$ cat src/rtl/instr_fetch.sv
// instr_fetch: IF stage, owns the 8-bit PC and the IF/ID register.
// Optional FETCH_PERF_EN adds perf_fetch_cnt / perf_stall_cnt outputs.
//
// Ports:
//   clk, rst_n      clock, async active-low reset
//   enable          start fetching (sampled in IDLE only)
//   stall           hold PC and IF/ID
//   br_taken        redirect from EX, wins over stall
//   br_target[7:0]  redirect address
//   imem_addr[7:0]  instruction memory address (= PC)
//   imem_rdata[15:0] instruction word for imem_addr
//   id_instr/id_pc/id_valid  IF/ID register
//   halted          HALT fetched, fetch frozen

package instr_fetch_pkg;

  typedef struct packed {
    logic [15:0] instr;
    logic [7:0]  pc;
    logic        valid;
  } if_id_t;

  typedef enum logic [1:0] {
    S_IDLE,
    S_RUN,
    S_HALT
  } fetch_state_e;

  localparam logic [4:0] OP_HALT = 5'b00001;

endpackage

module instr_fetch
  import instr_fetch_pkg::*;
#(
  parameter logic [7:0]  RESET_PC = 8'h00,
  parameter logic [15:0] NOP_WORD = 16'h0000
) (
  input  logic        clk,
  input  logic        rst_n,
  input  logic        enable,
  input  logic        stall,
  input  logic        br_taken,
  input  logic [7:0]  br_target,
  output logic [7:0]  imem_addr,
  input  logic [15:0] imem_rdata,
  output logic [15:0] id_instr,
  output logic [7:0]  id_pc,
  output logic        id_valid,
`ifdef FETCH_PERF_EN
  output logic [15:0] perf_fetch_cnt,
  output logic [15:0] perf_stall_cnt,
`endif
  output logic        halted
);

  fetch_state_e state_q, state_d;
  logic [7:0]   pc_q, pc_d;
  if_id_t       ifid_q, ifid_d;
  if_id_t       nop;
  logic         is_halt;
  logic         fetch_ld;
  logic         stall_cyc;

  assign nop = '{instr: NOP_WORD, pc: 8'h00, valid: 1'b0};

  assign is_halt = (imem_rdata[15:11] == OP_HALT);

  always_comb begin
    state_d   = state_q;
    pc_d      = pc_q;
    ifid_d    = ifid_q;
    fetch_ld  = 1'b0;
    stall_cyc = 1'b0;
    unique case (state_q)
      S_IDLE: begin
        ifid_d = nop;
        if (enable) begin
          state_d = S_RUN;
        end
      end
      S_RUN: begin
        unique case (1'b1)
          br_taken: begin
            pc_d   = br_target;
            ifid_d = nop;
          end
          (!br_taken && stall): begin
            stall_cyc = 1'b1;
          end
          default: begin
            fetch_ld = 1'b1;
            ifid_d   = '{instr: imem_rdata,
                         pc:    pc_q,
                         valid: 1'b1};
            // HALT stays at its own address
            if (is_halt) begin
              state_d = S_HALT;
            end else begin
              pc_d = pc_q + 8'd1;
            end
          end
        endcase
      end
      S_HALT: begin
        // a redirect here means the HALT was wrong-path
        if (br_taken) begin
          pc_d    = br_target;
          ifid_d  = nop;
          state_d = S_RUN;
        end else if (!stall) begin
          ifid_d = nop;
        end
      end
      default: begin
        state_d = S_IDLE;
        ifid_d  = nop;
      end
    endcase
  end

  always_ff @(posedge clk or negedge rst_n) begin
    if (!rst_n) begin
      state_q <= S_IDLE;
      pc_q    <= RESET_PC;
      ifid_q  <= '{instr: NOP_WORD,
                   pc:    8'h00,
                   valid: 1'b0};
    end else begin
      state_q <= state_d;
      pc_q    <= pc_d;
      ifid_q  <= ifid_d;
    end
  end

  assign imem_addr = pc_q;
  assign id_instr  = ifid_q.instr;
  assign id_pc     = ifid_q.pc;
  assign id_valid  = ifid_q.valid;
  assign halted    = (state_q == S_HALT);

`ifdef FETCH_PERF_EN
  logic [15:0] fcnt_q;
  logic [15:0] scnt_q;

  always_ff @(posedge clk or negedge rst_n) begin
    if (!rst_n) begin
      fcnt_q <= 16'h0000;
      scnt_q <= 16'h0000;
    end else begin
      if (fetch_ld && (fcnt_q != 16'hFFFF)) begin
        fcnt_q <= fcnt_q + 16'd1;
      end
      if (stall_cyc && (scnt_q != 16'hFFFF)) begin
        scnt_q <= scnt_q + 16'd1;
      end
    end
  end

  assign perf_fetch_cnt = fcnt_q;
  assign perf_stall_cnt = scnt_q;
`else
  logic unused_perf;
  assign unused_perf = fetch_ld ^ stall_cyc;
`endif

endmodule

$ cat config.mk
export PLATFORM = sky130hd
export DESIGN_NAME = instr_fetch
export DESIGN_NICKNAME = d
export VERILOG_FILES = /design/src/rtl/instr_fetch.sv
export SDC_FILE = /design/constraint.sdc
export NUM_CORES = 1
export LEC_CHECK = 0
export ABC_CLOCK_PERIOD_IN_PS = 1600
export CORE_MARGIN = 2
export CORE_UTILIZATION = 40
export CTS_BUF_LIST = sky130_fd_sc_hd__clkbuf_8
export DETAILED_ROUTE_END_ITERATION = 16
export MAX_ROUTING_LAYER = met4
export PLACE_DENSITY = 0.78
export REMOVE_ABC_BUFFERS = 1
export SYNTH_ARGS = -nofsm -noshare
export SYNTH_HDL_FRONTEND = slang
export SYNTH_SLANG_ARGS = --single-unit
$ cat constraint.sdc
create_clock -name clk -period 1.6 [get_ports clk]
set_input_delay 0.16 -clock clk [delete_from_list [all_inputs] [get_ports clk]]
set_output_delay 0.16 -clock clk [all_outputs]
set_load 0.01 [all_outputs]
==> reports/metrics.cfg <==
[cts]
cts_buffers=5
root_buffer=clkbuf_8
clk_pin_slew_ps=60
cts.sinks=35
ctsHtreeMaxLevel=2
clockBufferDepth=2
cts_hold_buffers=0
cts_tree=yes
post-cts-setup-buffers=0
worstSkewPairLatency_ps=290

[critical_path]
critical_path_arrival_ps=1700
worstPathRequired_ps=1770
crit_type=register to register
start_kind=register
cp-end-kind=register
crit_fanout=25

[pwr]
combPwrFrac_pct=25.5
peakVddDrop_v=0.000322
clkPwrFrac_pct=29.2
p_sw_share_pct=26.6
p_seq_share_pct=45.3
power_density_nw_per_um2=955
leakagePower_nw=1.09
p_sw_mw=0.624
p_int_mw=1.72

[final_layout]
area_delta_synth_final_pct=56.3
fin_nets=237
diodes=0
final_area_um2=2450
drive_gt1_share_pct=19.2
layout_common_cells=clkdlybuf4s50_1, dfrtp_1, a22o_1
mostFrequentLayoutCell=clkdlybuf4s50_1

[logic_synthesis]
syn_area_um2=1570
yosysSeqAreaShare_pct=55.9
ys_async_sr_fraction_pct=100
syn_inst=130
synth_cell_types=40
synth_edf_count=0
synth_warnings=0
synth.avg_cell_area_um2=12.1
ys.flop_type=dfrtp_1
ys_ff_latch=35

[timing]
slew_headroom_pct=71.1
holdWs_ps=281
fin_crit_sh_pct=96.1
layout_setup_ws_ps=63.2
rsz0062_at_grt=no
hold_violations=0
setup_viol=0
worst_pin_slew_ps=434
clock_skew_ps=5.79
min_period_ps=1540
slew_violations=0
max_freq_mhz=651

[run]
maxCapViolations=0

[global_routing]
global_route.usage.total_pct=20.8
antenna_found_initial=0
grt_pass1_vias=1387
grt_max_degree=36
grt_pass1_wl_um=6630
gr-total-overflow=0

[routing]
drc=0
drt_first_pass_iters=4
vias=1416
wl_per_cell_um=16.3
via_per_inst=5.53
first_iter_violations=142
routed_wl_um=4160
ant_nets=0

[floorplanning]
die_y_um=66.6
die_w_um=66.6
ioPinCount=63
dieArea_um2=4440
rows=22
initial_core_util_pct=42.2
coreArea_um2=3720

[placement]
hpwl_um=2990
dp_slack_ps=-183
portBuffers=62
routabilityCongestion=0.847
place_area_um2=2340

[status]
outcome=finished, final reports clean

[min_path]
min_path_type=primary input to asynchronous set/reset pin

what timing repair did:
| item | CTS | global route |
|---|---|---|
| setup endpoints to repair | 2 | 6 |
| gates resized for setup | 2 | 3 |
| cloned | 0 | 0 |
flip-flops by register name, summed over array words and instances (netlist names):
| register | count |
|---|---|
| id_instr | 16 |
| id_pc | 8 |
| id_valid | 1 |
| imem_addr | 8 |
| state_q | 2 |
cell usage after synthesis (3+ instances only):
library cell	number	share of area [%]
a21oi_1	5	1.6
a22o_1	24	13
a22oi_1	4	1.9
buf_2	6	1.9
dfrtp_1	35	56
nand2_1	5	1.2
nand3_1	5	1.6
nor3_1	3	0.96
o21ai_0	3	0.96
o22a_2	4	2.6
logic make-up (layout without fill, tap and decap cells):
kind of cell    count (synthesis)  in the layout  synth area share [%]
fa+ha+maj                       1              1                 0.798
xor+xnor                        1              1                 0.559
mux                             3              3                  2.00
flops                          35             35                  55.9
buf+inv                        13             91                  4.55
compound gates                 52             52                  26.9
simple gates                   25             25                  9.34
worst max-delay path, cell delays in order (launching register included):
cell and delay [ps]:
dfrtp_1 420, buf_4 170, xor2_2 180, and3_2 240
buf_12 160, a22o_1 240
power by group through the flow:
stage	clock [mW]	combinational, mW	sequential, mW
2_1_floorplan	0	0.172	1.11
6_report	0.683	0.596	1.06
4_1_cts	0.701	0.601	1.06
3_5_place_dp	0	0.595	1.08
3_3_place_gp	0	0.581	1.07
5_1_grt	0.748	0.646	1.07
layout make-up:
| type | count | area, µm² |
|---|---|---|
| tap | 48 | 60.1 |
| sequential | 35 | 878 |
| clock inverter | 1 | 3.75 |
| timing repair buffer | 80 | 767 |
| multi-input combinational | 82 | 633 |
| inverter | 3 | 11.3 |
| clock buffer | 7 | 96.3 |
| fill | 284 | 1270 |
metal layers:
metal / vias up / track usage [%] / part of all wire [%]
li1: 659 / - / -
met1: 685 / 25.0 / 43
met2: 64 / 32.1 / 47
met3: 8 / 5.07 / 8.2
met4: 0 / 11.7 / 2.4
met5: - / - / 0
worst paths after layout:
kind | cells after the start | start | endpoint | slack [ps]
max reg2reg | 5 | state_q[1] | id_instr[8] | 60
max | 5 | state_q[1] | id_instr[8] | 60
max in group asynchronous | 2 | rst_n | imem_addr[4] | 990
min | 2 | rst_n | id_instr[15] | 280
min in group clk | 1 | id_valid | id_valid | 480
min reg2reg | 1 | id_valid | id_valid | 480
stage by stage:
stage / utilization, % / std cells / setup TNS [ps] / power (mW)
finish: 65.9 / 256 / 0 / 2.34
global route: 65.9 / 256 / 0 / 2.47
CTS: 65.6 / 256 / 0 / 2.36
detailed placement: 62.9 / 248 / -997 / 1.67
global placement: 62.9 / 248 / -732 / 1.65
floorplan: - / 120 / -1450 / 1.28
Note: power is estimated with default switching activity, not from simulation.
